## config.mk

```make
export PLATFORM = sky130hd
export DESIGN_NAME = psram_arbiter_flat
export DESIGN_NICKNAME = d
export VERILOG_FILES = /design/src/rtl/psram_arbiter_if.sv /design/src/rtl/psram_arbiter.sv /design/src/flat_wrapper.sv
export SDC_FILE = /design/constraint.sdc
export NUM_CORES = 1
export LEC_CHECK = 0
export CELL_PAD_IN_SITES_DETAIL_PLACEMENT = 1
export CELL_PAD_IN_SITES_GLOBAL_PLACEMENT = 2
export CORE_ASPECT_RATIO = 1.2
export CORE_MARGIN = 2
export CORE_UTILIZATION = 27
export CTS_BUF_LIST = sky130_fd_sc_hd__clkbuf_16
export CTS_CLUSTER_DIAMETER = 40
export DETAILED_ROUTE_END_ITERATION = 8
export PLACE_DENSITY = 0.86
export SLEW_MARGIN = 20
export SYNTH_ARGS = -nofsm -noshare
export SYNTH_HDL_FRONTEND = slang
export SYNTH_SLANG_ARGS = --single-unit
```

## constraint.sdc

```tcl
create_clock -name Clk -period 4.7 [get_ports Clk]
set_input_delay 0.94 -clock Clk [delete_from_list [all_inputs] [get_ports Clk]]
set_output_delay 0.94 -clock Clk [all_outputs]
set_load 0.05 [all_outputs]
```

## src/rtl/psram_arbiter_if.sv

```systemverilog
`timescale 1ns/1ps
// Requester and PSRAM pad bundle for psram_arbiter. The slave modport is the
// arbiter's view; the master modport is the requesters-plus-pads view.
interface psram_arbiter_if;
  logic        r0_req, r1_req;
  logic        r0_we, r1_we;
  logic [22:0] r0_addr, r1_addr;
  logic [15:0] r0_wdata, r1_wdata;
  logic [1:0]  r0_be, r1_be;
  logic        r0_ack, r1_ack;
  logic [15:0] r0_rdata, r1_rdata;
  logic [22:0] mem_addr;
  logic [15:0] mem_dout;
  logic        mem_drive;
  logic [15:0] mem_din;
  logic        CE_, OE_, WE_, ADV_, UB_, LB_;
  logic        CRE;
  logic        busy;
  logic        gnt;

  modport slave (
    input  r0_req, r1_req, r0_we, r1_we, r0_addr, r1_addr,
           r0_wdata, r1_wdata, r0_be, r1_be, mem_din,
    output r0_ack, r1_ack, r0_rdata, r1_rdata, mem_addr, mem_dout,
           mem_drive, CE_, OE_, WE_, ADV_, UB_, LB_, CRE, busy, gnt
  );

  modport master (
    output r0_req, r1_req, r0_we, r1_we, r0_addr, r1_addr,
           r0_wdata, r1_wdata, r0_be, r1_be, mem_din,
    input  r0_ack, r1_ack, r0_rdata, r1_rdata, mem_addr, mem_dout,
           mem_drive, CE_, OE_, WE_, ADV_, UB_, LB_, CRE, busy, gnt
  );
endinterface

```

## src/rtl/psram_arbiter.sv

```systemverilog
`timescale 1ns/1ps
// Two-port round-robin arbiter and async-mode CellularRAM strobe sequencer:
// IDLE (grant) -> SETUP -> ACCESS x WAIT_CYC -> HOLD (ack) -> IDLE.
module psram_arbiter #(
  parameter int WAIT_CYC = 4
) (
  input  logic           Clk,
  input  logic           Rst,
  psram_arbiter_if.slave bus,
  output logic [1:0]     dbg_state
);
  localparam logic [1:0] IDLE   = 2'd0;
  localparam logic [1:0] SETUP  = 2'd1;
  localparam logic [1:0] ACCESS = 2'd2;
  localparam logic [1:0] HOLD   = 2'd3;
  localparam logic [3:0] CNT_LOAD = 4'(WAIT_CYC - 1);

  // Handshake: rN_req is a level held until rN_ack, a one-cycle pulse in HOLD.
  // The requester drops req on the edge where it samples ack; a req still high
  // in the following IDLE cycle is a new access.
  logic [1:0]  state_q, state_d;
  logic [3:0]  cnt_q, cnt_d;
  logic        gnt_q, gnt_d;
  logic        we_q, we_d;
  logic [22:0] addr_q, addr_d;
  logic [15:0] wdata_q, wdata_d;
  logic [1:0]  be_q, be_d;
  logic        ce_n_q, ce_n_d, oe_n_q, oe_n_d, we_n_q, we_n_d;
  logic        adv_n_q, adv_n_d, ub_n_q, ub_n_d, lb_n_q, lb_n_d;
  logic        drive_q, drive_d;
  logic        ack0_q, ack0_d, ack1_q, ack1_d;
  logic [15:0] rdata0_q, rdata0_d, rdata1_q, rdata1_d;
  logic        sel;
  logic        active;

  always_comb begin
    state_d  = state_q;
    cnt_d    = cnt_q;
    gnt_d    = gnt_q;
    we_d     = we_q;
    addr_d   = addr_q;
    wdata_d  = wdata_q;
    be_d     = be_q;
    rdata0_d = rdata0_q;
    rdata1_d = rdata1_q;
    sel      = 1'b0;
    case (state_q)
      IDLE: begin
        if (bus.r0_req || bus.r1_req) begin
          // On a tie the port that did not have the last grant wins.
          sel     = (bus.r0_req && bus.r1_req) ? ~gnt_q : bus.r1_req;
          gnt_d   = sel;
          we_d    = sel ? bus.r1_we    : bus.r0_we;
          addr_d  = sel ? bus.r1_addr  : bus.r0_addr;
          wdata_d = sel ? bus.r1_wdata : bus.r0_wdata;
          be_d    = sel ? bus.r1_be    : bus.r0_be;
          state_d = SETUP;
        end
      end
      SETUP: begin
        cnt_d   = CNT_LOAD;
        state_d = ACCESS;
      end
      ACCESS: begin
        if (cnt_q == 4'd0) begin
          state_d = HOLD;
          if (!we_q) begin
            if (gnt_q) rdata1_d = bus.mem_din;
            else       rdata0_d = bus.mem_din;
          end
        end else begin
          cnt_d = cnt_q - 4'd1;
        end
      end
      default: state_d = IDLE;
    endcase

    // Strobes are registered from the next state so the pads see clean edges.
    active  = (state_d != IDLE);
    ce_n_d  = ~active;
    adv_n_d = ~active;
    ub_n_d  = ~(active && be_d[1]);
    lb_n_d  = ~(active && be_d[0]);
    drive_d = active && we_d;
    oe_n_d  = ~((state_d == ACCESS) && !we_d);
    we_n_d  = ~((state_d == ACCESS) && we_d);
    ack0_d  = (state_d == HOLD) && !gnt_d;
    ack1_d  = (state_d == HOLD) && gnt_d;
  end

  always_ff @(posedge Clk or negedge Rst) begin
    if (!Rst) begin
      state_q  <= IDLE;
      cnt_q    <= 4'd0;
      gnt_q    <= 1'b1;
      we_q     <= 1'b0;
      addr_q   <= 23'd0;
      wdata_q  <= 16'd0;
      be_q     <= 2'b00;
      ce_n_q   <= 1'b1;
      oe_n_q   <= 1'b1;
      we_n_q   <= 1'b1;
      adv_n_q  <= 1'b1;
      ub_n_q   <= 1'b1;
      lb_n_q   <= 1'b1;
      drive_q  <= 1'b0;
      ack0_q   <= 1'b0;
      ack1_q   <= 1'b0;
      rdata0_q <= 16'd0;
      rdata1_q <= 16'd0;
    end else begin
      state_q  <= state_d;
      cnt_q    <= cnt_d;
      gnt_q    <= gnt_d;
      we_q     <= we_d;
      addr_q   <= addr_d;
      wdata_q  <= wdata_d;
      be_q     <= be_d;
      ce_n_q   <= ce_n_d;
      oe_n_q   <= oe_n_d;
      we_n_q   <= we_n_d;
      adv_n_q  <= adv_n_d;
      ub_n_q   <= ub_n_d;
      lb_n_q   <= lb_n_d;
      drive_q  <= drive_d;
      ack0_q   <= ack0_d;
      ack1_q   <= ack1_d;
      rdata0_q <= rdata0_d;
      rdata1_q <= rdata1_d;
    end
  end

  // Address and data stay on the pads after HOLD until the next grant.
  assign bus.mem_addr  = addr_q;
  assign bus.mem_dout  = wdata_q;
  assign bus.mem_drive = drive_q;
  assign bus.CE_       = ce_n_q;
  assign bus.OE_       = oe_n_q;
  assign bus.WE_       = we_n_q;
  assign bus.ADV_      = adv_n_q;
  assign bus.UB_       = ub_n_q;
  assign bus.LB_       = lb_n_q;
  assign bus.CRE       = 1'b0;
  assign bus.r0_ack    = ack0_q;
  assign bus.r1_ack    = ack1_q;
  assign bus.r0_rdata  = rdata0_q;
  assign bus.r1_rdata  = rdata1_q;
  assign bus.busy      = (state_q != IDLE);
  assign bus.gnt       = gnt_q;
  assign dbg_state     = state_q;
endmodule

```

## src/flat_wrapper.sv

```systemverilog
// flat-port wrapper written by rule: the top's interface ports become plain ports
module psram_arbiter_flat 
#(
  parameter int WAIT_CYC = 4
)
  (Clk, Rst, dbg_state, bus_r0_req, bus_r1_req, bus_r0_we, bus_r1_we, bus_r0_addr, bus_r1_addr, bus_r0_wdata, bus_r1_wdata, bus_r0_be, bus_r1_be, bus_mem_din, bus_r0_ack, bus_r1_ack, bus_r0_rdata, bus_r1_rdata, bus_mem_addr, bus_mem_dout, bus_mem_drive, bus_CE_, bus_OE_, bus_WE_, bus_ADV_, bus_UB_, bus_LB_, bus_CRE, bus_busy, bus_gnt);
  psram_arbiter_if bus_i ();
  input  logic Clk;
  input  logic Rst;
  output logic [1:0] dbg_state;
  input wire logic [$bits(bus_i.r0_req)-1:0] bus_r0_req;
  input wire logic [$bits(bus_i.r1_req)-1:0] bus_r1_req;
  input wire logic [$bits(bus_i.r0_we)-1:0] bus_r0_we;
  input wire logic [$bits(bus_i.r1_we)-1:0] bus_r1_we;
  input wire logic [$bits(bus_i.r0_addr)-1:0] bus_r0_addr;
  input wire logic [$bits(bus_i.r1_addr)-1:0] bus_r1_addr;
  input wire logic [$bits(bus_i.r0_wdata)-1:0] bus_r0_wdata;
  input wire logic [$bits(bus_i.r1_wdata)-1:0] bus_r1_wdata;
  input wire logic [$bits(bus_i.r0_be)-1:0] bus_r0_be;
  input wire logic [$bits(bus_i.r1_be)-1:0] bus_r1_be;
  input wire logic [$bits(bus_i.mem_din)-1:0] bus_mem_din;
  output wire logic [$bits(bus_i.r0_ack)-1:0] bus_r0_ack;
  output wire logic [$bits(bus_i.r1_ack)-1:0] bus_r1_ack;
  output wire logic [$bits(bus_i.r0_rdata)-1:0] bus_r0_rdata;
  output wire logic [$bits(bus_i.r1_rdata)-1:0] bus_r1_rdata;
  output wire logic [$bits(bus_i.mem_addr)-1:0] bus_mem_addr;
  output wire logic [$bits(bus_i.mem_dout)-1:0] bus_mem_dout;
  output wire logic [$bits(bus_i.mem_drive)-1:0] bus_mem_drive;
  output wire logic [$bits(bus_i.CE_)-1:0] bus_CE_;
  output wire logic [$bits(bus_i.OE_)-1:0] bus_OE_;
  output wire logic [$bits(bus_i.WE_)-1:0] bus_WE_;
  output wire logic [$bits(bus_i.ADV_)-1:0] bus_ADV_;
  output wire logic [$bits(bus_i.UB_)-1:0] bus_UB_;
  output wire logic [$bits(bus_i.LB_)-1:0] bus_LB_;
  output wire logic [$bits(bus_i.CRE)-1:0] bus_CRE;
  output wire logic [$bits(bus_i.busy)-1:0] bus_busy;
  output wire logic [$bits(bus_i.gnt)-1:0] bus_gnt;
  assign bus_i.r0_req = bus_r0_req;
  assign bus_i.r1_req = bus_r1_req;
  assign bus_i.r0_we = bus_r0_we;
  assign bus_i.r1_we = bus_r1_we;
  assign bus_i.r0_addr = bus_r0_addr;
  assign bus_i.r1_addr = bus_r1_addr;
  assign bus_i.r0_wdata = bus_r0_wdata;
  assign bus_i.r1_wdata = bus_r1_wdata;
  assign bus_i.r0_be = bus_r0_be;
  assign bus_i.r1_be = bus_r1_be;
  assign bus_i.mem_din = bus_mem_din;
  assign bus_r0_ack = bus_i.r0_ack;
  assign bus_r1_ack = bus_i.r1_ack;
  assign bus_r0_rdata = bus_i.r0_rdata;
  assign bus_r1_rdata = bus_i.r1_rdata;
  assign bus_mem_addr = bus_i.mem_addr;
  assign bus_mem_dout = bus_i.mem_dout;
  assign bus_mem_drive = bus_i.mem_drive;
  assign bus_CE_ = bus_i.CE_;
  assign bus_OE_ = bus_i.OE_;
  assign bus_WE_ = bus_i.WE_;
  assign bus_ADV_ = bus_i.ADV_;
  assign bus_UB_ = bus_i.UB_;
  assign bus_LB_ = bus_i.LB_;
  assign bus_CRE = bus_i.CRE;
  assign bus_busy = bus_i.busy;
  assign bus_gnt = bus_i.gnt;
  psram_arbiter #(.WAIT_CYC(WAIT_CYC)) u_core (.Clk(Clk), .Rst(Rst), .bus(bus_i), .dbg_state(dbg_state));
endmodule
```

# == Word-level counts from Yosys, hierarchy flattened ==
# Index checks and enable logic that the tools add are counted.
# totals
out_inout_bits,85
register_bits,89
ramBits,0
mem_bits_ro,0
n_memories,0
latchBits,0
wordCells,66
# classes
n_div,0
magnitude_cmp,0
bitwise_logic,7
n_eq_ne,5
n_reduce_logical,20
shift,0
mul,0
muxes,16
add_sub_neg,1
# ops
op,count
two-way mux 23 bit,1
two-way mux 16 bit,1
two-way mux 2 bit,5
logical AND 1 bit,8
case mux 4 bit (2 select lines),1
AND reduction 4 bit,2
NOT 1 bit,7
== test 2 bit (second input constant),3
two-way mux 1 bit,6
case mux 2 bit (3 select lines),1
nonzero test 2 bit,3
logical NOT 4 bit,1
two-way mux 4 bit,1
AND reduction 2 bit,2
subtractor 4 x 1 -> 4 bit (second input constant),1
== test 2 x 1 -> 1 bit (second input constant),1
logical NOT 1 bit,2
logical NOT 2 bit,1
!= test 2 bit (second input constant),1
logical OR 1 bit,1

# == Logic depth before layout (Yosys ltp) ==
# depth
depth_word,8
mapped_depth,8
ltp_nobuf,6

# == Worst setup path after synthesis ==
# OpenSTA, ideal clock, no wires.
# synth_timing
path_kind,reg2out
from,"register u_core.state_q[0], in the netlist u_core.dbg_state[0]"
to,output bus_busy
slack_ps,2149
n_path_buf,2
required_time_ps,3760
arrival_time_ps,1611
stages_incl_launch_ff,6
path_cell_list,dfrtp_1 -> inv_1 -> ha_1 -> buf_2 -> buf_2 -> inv_1
# synth_via
elab_chain_cells,1
# synth_lines
element,line,source
from (decl),psram_arbiter.sv:21,"logic [1:0] state_q, state_d;"
from (signal assigned),psram_arbiter.sv:112,state_q <= state_d;
nonzero test 2 bit,psram_arbiter.sv:148,assign bus.busy = (state_q != IDLE);
to (decl),flat_wrapper.sv:36,output wire logic [$bits(bus_i.busy)-1:0] bus_busy;
# Every way passes these cells.

# == Final worst setup path ==
# Ends and elaborated chain as after synthesis.

==> key figures <==
STA
  – Fmax: 312 MHz
  – Final setup vio count: 0
  – Max-slew headroom: 39.2%
  – Slew Limit Fails: 0
  – Setup_tns: 0 ns
  – Final Hold Fails: 0
  – Worst slew pin tran: 0.910 ns
  – RSZ-0062 raised after global routing: no
  – Min Tclk post-route: 3.20 ns
  – Final Skew: 0.00943 ns
  – Tcrit/Tclk final: 68.1%

Global routing
  – GRT Residual Overflow: 0
  – Antenna violations before repair: 0
  – Global-route wire length before repair: 18300 um
  – Number of global-route vias before repair: 3564
  – All-layer global routing usage: 14.8%
  – Largest net degree at the start of global routing: 79

Min path
  – Hold depth: 2
  – Launch point of the worst hold path: u_core.bus.mem_dout[4]
  – Worst Hold End: u_core.bus.mem_dout[4]
  – Type of the tightest min-delay check: reg2reg

Layout
  – Filler Cell Count: 1574
  – Reg area: 0.00223 mm2
  – Multi-input gate area: 0.00163 mm2
  – Antenna Cells: 0
  – Fin nets: 623
  – Design area: 0.00635 mm2
  – Synth-to-Final Area Change: 57.6%
  – Fraction of layout cells with a size suffix above 1: 13.1%

Yosys
  – Synth Net Count: 443
  – Sequential area share after synthesis: 55.5%
  – YS warnings: 0
  – Ys flop type: dfrtp_1
  – Syn Inst Count: 333
  – Yosys reg bits: 89
  – Mapped Area: 0.00403 mm2
  – Cell variety after synth: 41
  – Ys async rst share: 100%
  – Synthesized area per cell: 12.1 um2
  – EDFF count, synth: 0

Placed design
  – Final HPWL DP: 8740 um
  – RePlAce Congestion: 0.683
  – I/O Buffers: 187
  – Placed Area: 0.00606 mm2

Worst setup path
  – Setup CP Type: reg2out
  – Reg2reg end: u_core.bus.mem_addr[18]
  – Critical Path Fanout Max: 17
  – Reg2Reg Launch Point: u_core.bus.gnt
  – Worst Path Arrival: 2.26 ns
  – Reg-to-reg slack, setup: 2.53 ns
  – Startpoint Class: flop
  – Worst Path Required: 3.76 ns
  – Critical path endpoint category: primary output
  – Worst reg2reg path depth: 4

Power and ir drop
  – Pwr dens: 794 mW/mm2
  – Lkg Pwr: 2.73 nW
  – Max IR drop VDD: 0.284 mV

Floorplan
  – Die Ht: 138 um
  – Starting Density: 27.8%
  – Core Area: 0.0145 mm2
  – Die Span X: 115 um
  – Top-Level Pins: 189
  – Area of the die: 0.0159 mm2
  – Rows: 48

Clocking
  – TritonCTS Buffers: 9
  – Clk buf depth: 2
  – Resized cells post-CTS: 0
  – Clock Tree Root: clkbuf_16
  – Clock transition at the registers of the reported paths: 0.07 ns
  – H-tree lvl count: 3
  – CTS tree: done
  – Hold Buf Count CTS: 0
  – Setup bufs post-CTS: 0
  – CTS Sinks: 89
  – Later-pin clock latency in the skew report: 0.34 ns

Detailed routing
  – Total vias in the final route: 3241
  – Antenna Nets Post-Route: 0
  – WL final: 11600 um
  – Post-DR vias/cell: 4.51
  – DRC Markers: 0
  – Avg WL per Cell: 16.2 um
  – DRT iter0 DRCs: 120
  – DRT Pass-1 Iters: 4

Run
  – Max-cap violations: 0

Outcome
  – Outcome: finished, final reports clean
-- worst max-delay path, cell delays in order (launching register included) --
cell	delay, ns
dfrtp_1	0.42
inv_1	0.10
ha_1	0.55
inv_1	0.11
clkdlybuf4s50_1	0.73
-- registers in the layout, indices dropped and copies added, names as in the netlist --
| name | cells |
|---|---|
| u_core.bus.mem_addr | 23 |
| u_core.bus.mem_dout | 16 |
| u_core.bus.r0_rdata | 16 |
| u_core.bus.r1_rdata | 16 |
| u_core.cnt_q | 4 |
| u_core.be_q | 2 |
| u_core.dbg_state | 2 |
| u_core.bus.CE_ | 1 |
| u_core.bus.LB_ | 1 |
| u_core.bus.OE_ | 1 |
| u_core.bus.UB_ | 1 |
| u_core.bus.WE_ | 1 |
| u_core.bus.gnt | 1 |
| u_core.bus.mem_drive | 1 |
| u_core.bus.r0_ack | 1 |
| u_core.bus.r1_ack | 1 |
| u_core.we_q | 1 |
-- metal layers --
| layer | track usage [%] | wire length, um | up-vias |
|---|---|---|---|
| li1 | - | - | 1517 |
| met1 | 16.5 | 4530 | 1573 |
| met2 | 26.1 | 5840 | 139 |
| met3 | 5.50 | 1070 | 12 |
| met4 | 4.55 | 183 | 0 |
| met5 | 0 | 0 | - |
-- where the power goes --
part	switching (W)	total, W	internal (W)
combinational	0.00191	0.00295	0.00104
clock	0.000333	0.000707	0.000374
sequential	0.000225	0.00138	0.00116
total	0.00247	0.00504	0.00258
-- cell usage after synthesis, drive strengths merged, types with 2 or more instances --
cell type / instances / area, um2
a311o: 3 / 30.0
dfrtp: 83 / 2080
buf: 15 / 109
nand2: 40 / 150
nor2: 9 / 33.8
a21oi: 5 / 25.0
inv: 10 / 37.5
nor3: 4 / 20.0
dfstp: 6 / 158
and4b: 3 / 30.0
ha: 6 / 75.1
mux2i: 39 / 390
a31oi: 2 / 12.5
a211o: 2 / 17.5
or2: 4 / 25.0
nand3b: 3 / 22.5
nor3b: 2 / 26.3
clkbuf: 7 / 26.3
o21ai: 42 / 214
mux2: 33 / 409
nand4bb: 2 / 22.5
-- through the flow --
step,cells,hold slack (ns),total power (W),utilization [%],setup WS [ns]
6_report,718,0.477,0.00504,43.9,1.50
5_1_grt,718,0.508,0.00533,43.9,1.38
4_1_cts,718,0.488,0.00512,43.9,1.47
3_5_place_dp,702,0.470,0.00439,41.8,1.18
3_3_place_gp,702,0.462,0.00430,41.8,1.30
2_1_floorplan,333,0.524,0.00333,-,2.15
-- cell type report --
type | instances | area share [%]
repair buffers | 191 | 29.9
inverters | 10 | 0.591
clock buffers | 9 | 3.55
well taps | 200 | 3.94
multi-input cells | 212 | 25.7
clock inverters | 7 | 1.04
flip-flops and latches | 89 | 35.2
-- worst max-delay path by stage --
stage                     slack (ns)                 endpoint                 from  depth (start not counted)
after CTS                       1.47                 bus_busy  u_core.dbg_state[0]                          4
after global placement          1.30   u_core.bus.mem_dout[0]           bus_r0_req                          5
after global routing            1.38                 bus_busy  u_core.dbg_state[0]                          4
after detailed placement        1.18  u_core.bus.mem_addr[18]           bus_r0_req                          5
after floorplan                 2.15                 bus_busy  u_core.dbg_state[0]                          5
final                           1.50                 bus_busy  u_core.dbg_state[0]                          4
-- cells by family (layout without fill, tap and decap cells) --
kind of cell	after synthesis	count (layout)	synth area share, %
mux	72	72	19.9
compound gates	60	60	8.70
simple gates	72	72	9.48
buf+inv	32	217	4.29
flops	89	89	55.5
xor+xnor	1	1	0.218
fa+ha+maj	6	6	1.86
other cells	1	1	0.0931
-- cells in the final DEF, fill, tap and decap left out, types with 3 or more instances in the layout --
cell type / synthesis / routed
clkdlybuf4s50_1: 0 / 186
dfrtp_1: 83 / 83
nand2_1: 40 / 40
mux2i_1: 39 / 39
o21ai_0: 30 / 30
mux2_2: 22 / 22
o21ai_1: 11 / 11
inv_1: 10 / 10
mux2_4: 10 / 10
nor2_1: 9 / 9
clkbuf_16: 0 / 9
ha_1: 6 / 6
dfstp_2: 6 / 6
a21oi_1: 5 / 5
buf_4: 6 / 5
or2_2: 4 / 4
nor3_1: 4 / 4
nand3b_1: 3 / 3
and4b_1: 3 / 3
a311o_1: 3 / 3
inv_6: 0 / 3
Power figures use the tool's default switching activity.
